[src/rtl/pea_sched.sv]
// pea_sched: PE-array convolution scheduler.
// Walks ic/oc passes over row/column tiles and drives fetch strobes and pvalid.
module pea_sched #(
  parameter int ROWS          = 8,
  parameter int TILE_LEN      = 16,
  parameter int CHN_WIDTH     = 4,
  parameter int CHN_OFT_WIDTH = 6,
  parameter int FMS_WIDTH     = 8,
  parameter int FLUSH_LAT     = 5,
  parameter int PV_LAT        = 3
) (
  input  logic                 clk,
  input  logic                 rstn,
  input  logic                 start,
  input  logic                 abort,
  input  logic                 stall,
  input  logic [CHN_WIDTH-1:0] cfg_chi,
  input  logic [CHN_WIDTH-1:0] cfg_cho,
  input  logic                 cfg_stride,
  input  logic                 cfg_k3,
  input  logic [FMS_WIDTH-1:0] cfg_ifm_size,
  output logic [ROWS-1:0]      ifm_read,
  output logic                 wgt_read,
  output logic [ROWS-1:0]      pvalid,
  output logic                 ic_done,
  output logic                 oc_done,
  output logic                 tile_done,
  output logic                 conv_done,
  output logic                 busy
);
  localparam int PCW = $clog2(TILE_LEN);
  localparam int FLW = $clog2(FLUSH_LAT);
  localparam int ICW = CHN_WIDTH + CHN_OFT_WIDTH;
  localparam int FW  = FMS_WIDTH;

  typedef enum logic [1:0] {
    IDLE,
    FLUSH,
    CALC
  } state_e;

  state_e state_q, state_d;
  logic [PCW-1:0] pc_q, pc_d;
  logic [FLW-1:0] fl_q, fl_d;
  logic [ICW-1:0] ic_q, ic_d;
  logic [ICW-1:0] oc_q, oc_d;
  logic [FW-1:0] ct_q, ct_d;
  logic [FW-1:0] rt_q, rt_d;
  logic [CHN_WIDTH-1:0] chi_q, chi_d;
  logic [CHN_WIDTH-1:0] cho_q, cho_d;
  logic s2_q, s2_d;
  logic k3_q, k3_d;
  logic [FW-1:0] ifm_q, ifm_d;
  logic [PV_LAT-1:0][ROWS-1:0] pv_q, pv_d;

  logic [FW-1:0] ofm, opt_m, rem_cols;
  logic [FW-1:0] rem_rows, ct_last, rt_last;
  logic [ROWS-1:0] row_mask, pv_in;
  logic [PCW-1:0] colx;
  logic last_ct, last_rt, prod, cmask;
  logic in_fl, in_calc, run;
  logic step_last, ic_last, oc_last;

  // Tile geometry from the latched config
  always_comb begin
    ofm = ((ifm_q - (k3_q ? FW'(3) : FW'(1))) >> s2_q)
          + FW'(1);
    opt_m = s2_q ? FW'(TILE_LEN/2 - 1)
                 : FW'(TILE_LEN - 1);
    rem_cols = ofm & opt_m;
    ct_last = (ofm - FW'(1)) >> (s2_q ? PCW-1 : PCW);
    rem_rows = FW'(32'(ofm) % ROWS);
    rt_last = FW'((32'(ofm) - 32'd1) / ROWS);
    last_ct = ct_q == ct_last;
    last_rt = rt_q == rt_last;
    row_mask = (last_rt && rem_rows != '0)
             ? ROWS'((32'd1 << rem_rows) - 32'd1)
             : '1;
    colx = s2_q ? (pc_q >> 1) : pc_q;
    prod = !s2_q || pc_q[0];
    cmask = last_ct && rem_cols != '0
            && FW'(colx) >= rem_cols;
    in_fl = state_q == FLUSH;
    in_calc = state_q == CALC;
    run = !stall && !abort;
    step_last = in_calc
                && pc_q == PCW'(TILE_LEN - 1);
    ic_last = ic_q == {chi_q, {CHN_OFT_WIDTH{1'b0}}}
                      - ICW'(1);
    oc_last = oc_q == {cho_q, {CHN_OFT_WIDTH{1'b0}}}
                      - ICW'(1);
    pv_in = (in_calc && prod && !cmask) ? row_mask : '0;
  end

  always_comb begin
    state_d = state_q;
    pc_d = pc_q;
    fl_d = fl_q;
    ic_d = ic_q;
    oc_d = oc_q;
    ct_d = ct_q;
    rt_d = rt_q;
    chi_d = chi_q;
    cho_d = cho_q;
    s2_d = s2_q;
    k3_d = k3_q;
    ifm_d = ifm_q;
    pv_d = pv_q;
    wgt_read = 1'b0;
    ic_done = 1'b0;
    oc_done = 1'b0;
    tile_done = 1'b0;
    conv_done = 1'b0;
    if (abort) begin
      state_d = IDLE;
      pc_d = '0;
      fl_d = '0;
      ic_d = '0;
      oc_d = '0;
      ct_d = '0;
      rt_d = '0;
      pv_d = '0;
    end else if (!stall) begin
      for (int i = PV_LAT-1; i > 0; i--)
        pv_d[i] = pv_q[i-1];
      pv_d[0] = pv_in;
      unique case (state_q)
        IDLE: begin
          if (start) begin
            chi_d = cfg_chi;
            cho_d = cfg_cho;
            s2_d = cfg_stride;
            k3_d = cfg_k3;
            ifm_d = cfg_ifm_size;
            state_d = FLUSH;
            wgt_read = rstn;
          end
        end
        FLUSH: begin
          wgt_read = fl_q < FLW'(2);
          if (fl_q == FLW'(FLUSH_LAT - 1)) begin
            fl_d = '0;
            state_d = CALC;
          end else begin
            fl_d = fl_q + FLW'(1);
          end
        end
        CALC: begin
          pc_d = pc_q + PCW'(1);
          if (step_last) begin
            pc_d = '0;
            ic_done = 1'b1;
            oc_done = ic_last;
            tile_done = ic_last && oc_last;
            conv_done = tile_done && last_ct && last_rt;
            ic_d = ic_last ? '0 : ic_q + ICW'(1);
            if (oc_done)
              oc_d = oc_last ? '0 : oc_q + ICW'(1);
            if (tile_done) begin
              ct_d = last_ct ? '0 : ct_q + FW'(1);
              if (last_ct)
                rt_d = rt_q + FW'(1);
            end
            if (conv_done) begin
              state_d = IDLE;
              ic_d = '0;
              oc_d = '0;
              ct_d = '0;
              rt_d = '0;
            end else begin
              state_d = FLUSH;
              wgt_read = 1'b1;
            end
          end
        end
        default: state_d = IDLE;
      endcase
    end
  end

  assign ifm_read = (run && (in_fl || in_calc))
                  ? row_mask : '0;
  assign pvalid = run ? pv_q[PV_LAT-1] : '0;
  assign busy = state_q != IDLE;

  always_ff @(posedge clk or negedge rstn) begin
    if (!rstn) begin
      state_q <= IDLE;
      pc_q <= '0;
      fl_q <= '0;
      ic_q <= '0;
      oc_q <= '0;
      ct_q <= '0;
      rt_q <= '0;
      chi_q <= '0;
      cho_q <= '0;
      s2_q <= 1'b0;
      k3_q <= 1'b0;
      ifm_q <= '0;
      pv_q <= '0;
    end else begin
      state_q <= state_d;
      pc_q <= pc_d;
      fl_q <= fl_d;
      ic_q <= ic_d;
      oc_q <= oc_d;
      ct_q <= ct_d;
      rt_q <= rt_d;
      chi_q <= chi_d;
      cho_q <= cho_d;
      s2_q <= s2_d;
      k3_q <= k3_d;
      ifm_q <= ifm_d;
      pv_q <= pv_d;
    end
  end
endmodule

[config.mk]
export PLATFORM = sky130hd
export DESIGN_NAME = pea_sched
export DESIGN_NICKNAME = d
export VERILOG_FILES = /design/src/rtl/pea_sched.sv
export SDC_FILE = /design/constraint.sdc
export NUM_CORES = 1
export LEC_CHECK = 0
export CAP_MARGIN = 20
export CORE_MARGIN = 2
export CORE_UTILIZATION = 64
export CTS_CLUSTER_SIZE = 20
export DETAILED_ROUTE_END_ITERATION = 10
export PLACE_DENSITY = 0.91
export SKIP_CTS_REPAIR_TIMING = 1
export SLEW_MARGIN = 20
export SYNTH_ARGS = -nofsm -noshare
export SYNTH_HDL_FRONTEND = slang
export SYNTH_SLANG_ARGS = --single-unit
[constraint.sdc]
create_clock -name clk -period 11.7 [get_ports clk]
set_input_delay 1.17 -clock clk [delete_from_list [all_inputs] [get_ports clk]]
set_output_delay 1.17 -clock clk [all_outputs]
set_load 0.03 [all_outputs]
# After elaboration in Yosys (flattened, before gate mapping)
# Index checks and enable logic that the tools add are counted.
[classes]
muxes = 74
n_eq_ne = 12
n_addsub = 13
bitwise_logic = 3
order_cmp = 2
reduce_logical = 35
n_shift = 3
[ops]
columns = ["operator", "count"]
rows = [
  ["two-way mux 8 bit", 18],
  ["two-way mux 10 bit", 13],
  ["two-way mux 24 bit", 2],
  ["adder 8 x 1 -> 8 bit (second input constant)", 3],
  ["two-way mux 4 bit", 6],
  ["two-way mux 1 bit", 22],
  ["adder 10 x 1 -> 10 bit (second input constant)", 2],
  ["equality test 10 bit", 2],
  ["subtractor 10 x 1 -> 10 bit (second input constant)", 2],
  ["equality test 8 bit", 2],
  ["AND reduction 4 bit", 4],
  ["nonzero test 8 bit", 2],
  ["subtractor 8 x 1 -> 8 bit (second input constant)", 2],
  ["two-way mux 3 bit", 5],
  ["two-way mux 2 bit", 6],
  ["logical AND 1 bit", 11],
  ["nonzero test 3 bit", 3],
  ["subtractor 8 x 1 -> 9 bit (second input constant)", 1],
  ["AND 8 x 4 -> 8 bit", 1],
  ["greater-or-equal comparator 4 x 8 -> 1 bit", 1],
  ["nonzero test 2 bit", 4],
  ["left shift 1 x 3 -> 8 bit (first input constant)", 1],
  ["right shift 8 x 1 -> 8 bit", 1],
  ["right shift 8 x 3 -> 8 bit", 1],
  ["other kinds (20)", 27],
]
[totals]
register_bits = 87
elab_cells = 157

# Longest topological paths before layout
[depth]
depth_word = 14
mapped_depth = 19

# Worst setup path before layout
# Ideal clock, no wire load.
[synth_timing]
path_kind = "register -> output"
start = "register ifm_q[0]"
end = "output port wgt_read"
t_required_ns = 10.530
stages_incl_launch_ff = 19
arrival_ns = 4.834
slack_ns = 5.696
path_buffers = 1
path_cell_list = "dfrtp_1 inv_1 fa_1 xnor2_2 mux2i_1 ha_1 or3_1 a31oi_1 xnor2_1 a32oi_1 nor3_1 a31oi_2 xor2_1 a211oi_2 o211ai_1 buf_2 nand2b_1 a21oi_1 nor4_1"
[synth_via]
elab_chain_len = 13
elab_cells_between_ends = 15
cone_classes = "add/sub: 4; eq/ne: 2; shift: 2; mux: 5; reduce/logical: 2"
[synth_rtl]
columns = ["item", "line_no", "text"]
rows = [
  ["start: declaration", "53", "logic [FW-1:0] ifm_q, ifm_d;"],
  ["start signal: assignment", "213", "ifm_q <= ifm_d;"],
  ["subtractor 8 x 2 -> 8 bit *", "66", "ofm = ((ifm_q - (k3_q ? FW'(3) : FW'(1))) >> s2_q)"],
  ["right shift 8 x 1 -> 8 bit *", "66", ""],
  ["adder 8 x 1 -> 8 bit *", "67", "+ FW'(1);"],
  ["subtractor 8 x 1 -> 8 bit", "71", "ct_last = (ofm - FW'(1)) >> (s2_q ? PCW-1 : PCW);"],
  ["right shift 8 x 3 -> 8 bit", "71", ""],
  ["equality test 8 bit", "74", "last_ct = ct_q == ct_last;"],
  ["logical AND 1 bit", "155", "conv_done = tile_done && last_ct && last_rt;"],
  ["logical AND 1 bit *", "155", ""],
  ["two-way mux 1 bit *", "164", "if (conv_done) begin"],
  ["two-way mux 1 bit *", "150", "if (step_last) begin"],
  ["one-hot mux 1 bit (3 select lines) *", "127", "unique case (state_q)"],
  ["two-way mux 1 bit *", "123", "end else if (!stall) begin"],
  ["two-way mux 1 bit *", "114", "if (abort) begin"],
  ["end: declaration", "23", "output logic wgt_read,"],
]
# Every way passes the cells marked *; elsewhere a longest branch is shown, timed or not.

# Worst setup path in the final report
[layout_timing]
start = "register s2_q"
end = "output port wgt_read"
[layout_via]
elab_chain_len = 12
elab_cells_between_ends = 15
cone_classes = "add/sub: 3; eq/ne: 2; shift: 2; mux: 6; reduce/logical: 2"
[layout_rtl]
columns = ["item", "line_no", "text"]
rows = [
  ["start: declaration", "51", "logic s2_q, s2_d;"],
  ["start signal: assignment", "197", "s2_q <= 1'b0;"],
  ["start signal: assignment", "211", "s2_q <= s2_d;"],
  ["right shift 8 x 1 -> 8 bit", "66", ""],
  ["adder 8 x 1 -> 8 bit", "67", ""],
  ["subtractor 8 x 1 -> 8 bit", "71", ""],
  ["right shift 8 x 3 -> 8 bit", "71", ""],
  ["equality test 8 bit", "74", ""],
  ["logical AND 1 bit", "155", ""],
  ["logical AND 1 bit *", "155", ""],
  ["two-way mux 1 bit *", "164", ""],
  ["two-way mux 1 bit *", "150", ""],
  ["one-hot mux 1 bit (3 select lines) *", "127", ""],
  ["two-way mux 1 bit *", "123", ""],
  ["two-way mux 1 bit *", "114", ""],
]
# Marked as above.

==> impl_results.md <==
- Mapped Cells: slightly above 600
- Critical path type: flop to primary output
- Slew of the pin with the lowest slew margin: around 950 ps
- Max Clock Skew: about 14 ps
- Worst path required time: ~11,000 ps
- First-pass GRT wire length: 21,500 um
- Placed Cells: 748
- Setup TNS Final: 0 ps
- Clock share of power: 18.6%
- Synth Cell Area: 5730 um^2
- CP arrival: 6180 ps
- Initial antenna violation count: 0
- Avg WL per Cell: around 16 um
- Crit-path leading delay family: compound AO/OA/AOI/OAI gates
- Crit path buf inv count: 2
- Antenna cell count: 0
- Starting Density: 65.7%
- Max-slew headroom at the worst pin: 34.8%
- Ys async rst share: 100%
- PwrDens: 186 nW/um^2
- Final Hold Vio Count: 0
- Post-Syn Area per Cell: 9.29 um^2
- Commonest non-fill, non-tap cell in the layout: dfrtp_1
- Core Rows: 34
- TritonCTS Buffers: 9
- Top FF cell, synth: dfrtp_1
- Unique masters post-synth: 74
- Worst reg2reg setup slack: 6300 ps
- Hold path start: pv_q[7]$_DFFE_PN0N_
- Drt pass-1 iters: 5
- Via Count: 4,801
- GR Overflow Total: 0
- Chip width: between 90 and 100 um
- Synth top area share: 38.0%
- RSZ-0062 raised after global routing: false
- Worst r2r path cells: 15
- Top post-synthesis cells by area: dfrtp_1, ha_1, mux2i_1
- Number of global-route vias before repair: 4,640
- GRT Util Overall: 26.5%
- CP max stage delay: 940 ps
- Die area: 9730 um^2
- Number of I/O port buffers: between 40 and 50
- Fin cells: 764
- Reg2reg end: rt_q[1]$_DFFE_PN0P_
- Crit path time final: 7350 ps
- DRC violations left: 0
- CP Max Fanout: 22
- Final HPWL DP: 8830 um
- Clock Path Buffers: 2
- FF-to-FF Start: s2_q$_DFFE_PN0P_
- Seq/Total Area, Yosys: 38.0%
- # IOs: 45
- Global placement routability congestion: 0.888
- Leak: 2.83 nW
- Core box area: 8720 um^2
- Switch Pwr: 0.521 mW
- Final-stage net count: ~700
- Reg power frac: 30.8%
- Max-slew violation count: 0
- Fmax: 0.136 GHz
- CTS Sinks: 87
- Syn. warnings: 0
- Clk root buf: clkbuf_8
- Type of origin of the critical path: flop
- Sw Share: 43.5%
- Clk Latency, worst-skew pair: 360 ps
- H-tree Lvls: 3
- Run status: finished, final reports clean
- Comb pwr share: roughly half
- Critical path endpoint category: primary output
- DRT iter0 DRCs: approximately 310
- Flops & latches, synth: between 80 and 90
- Pint: 0.678 mW
- Critical-path top delay cell: dfrtp_1
- Max-cap violations: 0
- Register clock-pin slew on the reported worst setup and hold paths: 100 ps
- Synth-to-Final Area Change: 12.4%
- DIE HEIGHT: 98.6 um
- Final period utilization: between 60% and 70%
- Endpoints failing setup: 0
- Routed wire length: 12,400 um
- Syn_nets: between 600 and 700
- VDD IR max: 122 uV
- Hold path cells: 2
- Post-DR vias/cell: 6.28
- Hold endpoint: pv_q[7]$_DFFE_PN0N_
- TritonCTS clock tree: done
- ANT nets after route: 0
- Share of layout cells above drive strength 1: ~8.7%
- Commonest cells after routing, fill and taps aside: dfrtp_1, nor2_1, nand2_1, o21ai_0, clkdlybuf4s50_1
- Worst path cell trace: inv_1 -> mux2i_4 -> ha_1 -> or3_1 -> a31oi_1 -> xnor2_1 -> a32oi_1 -> nor3_1 -> a31oi_2 -> xor2_1 -> a211oi_2 -> o211ai_1 -> nand2b_1 -> a21oi_1 -> nor4_1 -> clkdlybuf4s50_1
- HP Class: flop to flop
- Area leader, netlist: dfrtp_1
- Number of synthesized flops with an enable pin: 0
- Largest net degree at the start of global routing: 88
==> through the flow <==
step | hold WS, ps | utilization, % | instance area [um^2] | total power [mW] | worst slack [ps]
global placement | 470 | 71.4 | 6230 | 0.932 | 5050
CTS | 494 | 73.8 | 6440 | 1.19 | 4450
finish | 499 | 73.8 | 6440 | 1.20 | 4350
global route | 523 | 73.8 | 6440 | 1.27 | 4110
floorplan | 448 | - | 5730 | 0.845 | 5700
detailed placement | 476 | 71.4 | 6230 | 0.963 | 4890
==> layout make-up <==
| type | instances | area (um^2) |
|---|---|---|
| Multi-Input combinational cell | 476 | 3340 |
| Clock buffer | 10 | 138 |
| Fill cell | 584 | 2280 |
| Sequential cell | 87 | 2180 |
| Timing Repair Buffer | 48 | 472 |
| Clock inverter | 6 | 67.6 |
| Inverter | 29 | 109 |
| Tap cell | 108 | 135 |
==> logic make-up after synthesis <==
logic type / Yosys count / synth area share, %
AOI/OAI and AO/OA: 137 / 16.8
xor gates and xnor gates: 47 / 7.92
buffers and inverters: 54 / 3.71
and+or+nand+nor: 226 / 20.2
muxes: 38 / 7.14
adders and majority gates: 28 / 6.24
DFF: 87 / 38.0
==> cell usage after synthesis (3+ instances only) <==
cell type / number
inv_1: 27
o21ai_0: 48
dfrtp_1: 87
a21oi_1: 25
nand2b_1: 8
a22o_1: 7
a32oi_1: 4
nand3_1: 21
ha_1: 27
xnor2_1: 24
buf_1: 4
o211ai_1: 4
nand2_1: 55
nand4_1: 6
and2_1: 10
or3_1: 4
and3_1: 16
or2_2: 3
nor3_1: 12
o31ai_1: 11
a21o_1: 4
mux2i_1: 26
nor2_1: 62
clkbuf_1: 17
nor2b_1: 9
mux2_2: 10
xor2_1: 19
a31oi_1: 7
nor4_1: 4
==> state kept, by name (all words and copies together) (netlist names) <==
register  cells
oc_q         10
k3_q          1
state_q       2
s2_q          1
cho_q         4
rt_q          8
pc_q          4
ct_q          8
fl_q          3
chi_q         4
ic_q         10
pv_q         24
ifm_q         8
==> power by group through the flow <==
| stage | Clock, mW | Sequential (mW) | Combinational [mW] |
|---|---|---|---|
| global placement | 0 | 0.371 | 0.561 |
| floorplan | 0 | 0.351 | 0.495 |
| CTS | 0.224 | 0.368 | 0.596 |
| finish | 0.223 | 0.369 | 0.607 |
| detailed placement | 0 | 0.374 | 0.589 |
| global route | 0.237 | 0.374 | 0.663 |
==> how the worst max path moves through the flow <==
stage	from	to	depth (start not counted)
3_5_place_dp	s2_q$_DFFE_PN0P_	wgt_read	16
2_1_floorplan	ifm_q[0]$_DFFE_PN0P_	wgt_read	18
6_report	s2_q$_DFFE_PN0P_	wgt_read	16
5_1_grt	s2_q$_DFFE_PN0P_	wgt_read	16
3_3_place_gp	s2_q$_DFFE_PN0P_	wgt_read	16
4_1_cts	s2_q$_DFFE_PN0P_	wgt_read	16
==> routing by layer <==
| layer | up-vias | GRT usage (%) | routed length, um |
|---|---|---|---|
| li1 | 2258 | - | - |
| met1 | 2344 | 35.5 | 5410 |
| met2 | 170 | 45.1 | 6170 |
| met3 | 29 | 3.76 | 624 |
| met4 | 0 | 8.01 | 232 |
| met5 | - | 0 | 0 |
==> worst register-to-register path: cells and delay by family (launching register included) <==
kind                     cells  cell delay, ps
XOR/XNOR                     2             300
AND/OR/NAND/NOR              4             980
flip-flops                   1             940
AO/OA/AOI/OAI                6            1900
adder cells (fa/ha/maj)      1             290
buffers and inverters        1             540
multiplexers                 1             370
Note: power is estimated with default switching activity, not from simulation.
==> RTL edit, RTL diff (same settings) <==
`pc_q`, `ic_q`, `oc_q`, `ct_q`, `rt_q` and `pv_q` no longer have a reset.
--- a/src/rtl/pea_sched.sv
+++ b/src/rtl/pea_sched.sv
@@ -186,33 +186,30 @@
   always_ff @(posedge clk or negedge rstn) begin
     if (!rstn) begin
       state_q <= IDLE;
-      pc_q <= '0;
       fl_q <= '0;
-      ic_q <= '0;
-      oc_q <= '0;
-      ct_q <= '0;
-      rt_q <= '0;
       chi_q <= '0;
       cho_q <= '0;
       s2_q <= 1'b0;
       k3_q <= 1'b0;
       ifm_q <= '0;
-      pv_q <= '0;
     end else begin
       state_q <= state_d;
-      pc_q <= pc_d;
       fl_q <= fl_d;
-      ic_q <= ic_d;
-      oc_q <= oc_d;
-      ct_q <= ct_d;
-      rt_q <= rt_d;
       chi_q <= chi_d;
       cho_q <= cho_d;
       s2_q <= s2_d;
       k3_q <= k3_d;
       ifm_q <= ifm_d;
-      pv_q <= pv_d;
     end
   end
+
+  always_ff @(posedge clk) begin
+    pc_q <= pc_d;
+    ic_q <= ic_d;
+    oc_q <= oc_d;
+    ct_q <= ct_d;
+    rt_q <= rt_d;
+    pv_q <= pv_d;
+  end
 endmodule
 
Behaviour: same outputs for any inputs over 4 cycles, from zero or initial values and one cycle with rstn low; that may be too few to reach the edited logic, so the function may still have changed.
==> RTL edit against the unedited design <==
Area after synthesis decreased by 2.6%; via count increased by 1.5%; sequential power decreased by 5.7%; combinational power decreased by 3.6%; final cell count increased by 2.4%; maximum frequency decreased by 2.1%; sequential cell count unchanged; wire length increased by 3.2%; final area decreased by 2.4%; die area decreased by 2.5%; worst setup slack got worse by 0.16 ns; global-route usage increased by 1.2 points; total power decreased by 4.3%.
==> RTL edit: results (changes against the unedited design) <==
- The layout cell share with drive strength beyond 1 is 8.754% (+0.065 points).
- The worst-case vdd ir drop is 114.6 uV (-5.8%).
- The number of instances in the synthesized netlist came to 636 (+3.1%).
- The area occupied by registers is 0.001857 mm2 (-15%).
- The transition time of the tightest slew-check pin was 1.061 ns (+0.1081 ns).
- The total length of routed met2 wires came to 6651 um (+7.8%).
- The final HPWL from detailed placement is 9291 um (+5.2%).
- The largest fanout on the critical path is 32 (+45%).
- The maximum number of pins on one net before global-route repair came to 62 (-30%).
- In the post-synthesis netlist, the biggest area contributors are dfxtp_1 23%, dfrtp_1 10%, ha_1 6.0%.
- The count of placed standard cells including taps is 766 (+2.4%).
- The met3 wire length was 564 um (-9.6%).
- The via count of the first global-routing pass came to 4938 (+6.4%).
- The number of design-rule violations left by the first detailed-router iteration was 334 (+8.4%).
- The post-place instance area was 0.006070 mm2 (-2.6%).
- The routing usage on met1 is 31.46% (-4.0 points).
- The run finished with clean final reports.
- By count the netlist is led by 66 x nor2_1, 64 x dfxtp_1, 58 x nand2_1.
- The met1 layer wirelength in the final routing is 5212 um (-3.6%).
- The arrival time at the worst endpoint is 6.34 ns (+0.16 ns).
- The share of synthesized area occupied by flip-flops and latches is 33.25% (-4.7 points).
- The switching power is 494.4 uW (-5.2%).
- Among all stages on the critical path, the largest delay is contributed by dfrtp_1.
- The number of fill cells came to 585 (+0.17%).
- The worst-case setup slack after placement is 4.495 ns (-0.3922 ns).
- The static leakage power was 2.516 nW (-11%).
- The share of synthesized registers carrying an async set or reset is 26.44% (-74 points).
- The met2 demand-to-capacity share in global routing came to 49.81% (+4.8 points).
- The net count reported at finish was 720 (+2.6%).
- The post-synth net total is 687 (+2.8%).
- The overall global routing resource usage was 27.67% (+1.2 points).
- The routability-driven placement congestion ratio came to 0.8574 (-3.4%).
## RTL edit: cell count changes in the layout (fill, tap and decap cells not counted), moves of 8 or more
cell | unedited run | this run
o21ai_0 | 48 | 36
o31ai_1 | 11 | 3
dfxtp_1 | 0 | 64
nor3_1 | 12 | 20
dfrtp_1 | 87 | 23
nand4_1 | 6 | 14
## RTL edit: cells by family after synthesis
logic type	share of synthesized area [%]
multiplexers	7.484
adder cells (fa/ha/maj)	6.408
AND/OR/NAND/NOR	23.84
buffers and inverters	3.876
XOR/XNOR	9.657
flip-flops	33.25
AO/OA/AOI/OAI	15.48
## RTL edit: area by class of cell
class / count / share of cell area, %
Multi-Input combinational cell: 496 / 55.98
Timing Repair Buffer: 48 / 7.406
Inverter: 27 / 1.613
Clock buffer: 10 / 2.369
Sequential cell: 87 / 29.54
Tap cell: 108 / 2.150
Clock inverter: 6 / 0.9357
## RTL edit: power groups by stage
stage | sequential, mW | combinational, mW | clock (mW)
final | 0.348 | 0.585 | 0.214
after global routing | 0.352 | 0.637 | 0.229
after CTS | 0.347 | 0.570 | 0.216
after detailed placement | 0.354 | 0.565 | 0
after global placement | 0.352 | 0.539 | 0
after floorplan | 0.337 | 0.476 | 0
## RTL edit: worst paths after layout
check | cells past startpoint | end | slack [ns] | from
max | 14 | conv_done | 4.19 | s2_q
max reg2reg | 14 | pv_q[6] | 6.22 | s2_q
max in group asynchronous | 2 | cho_q[0] | 10.29 | rstn
min | 1 | pv_q[0] | 0.48 | pv_q[0]
min in group asynchronous | 2 | ifm_q[5] | 1.16 | rstn
min reg2reg | 1 | pv_q[0] | 0.48 | pv_q[0]
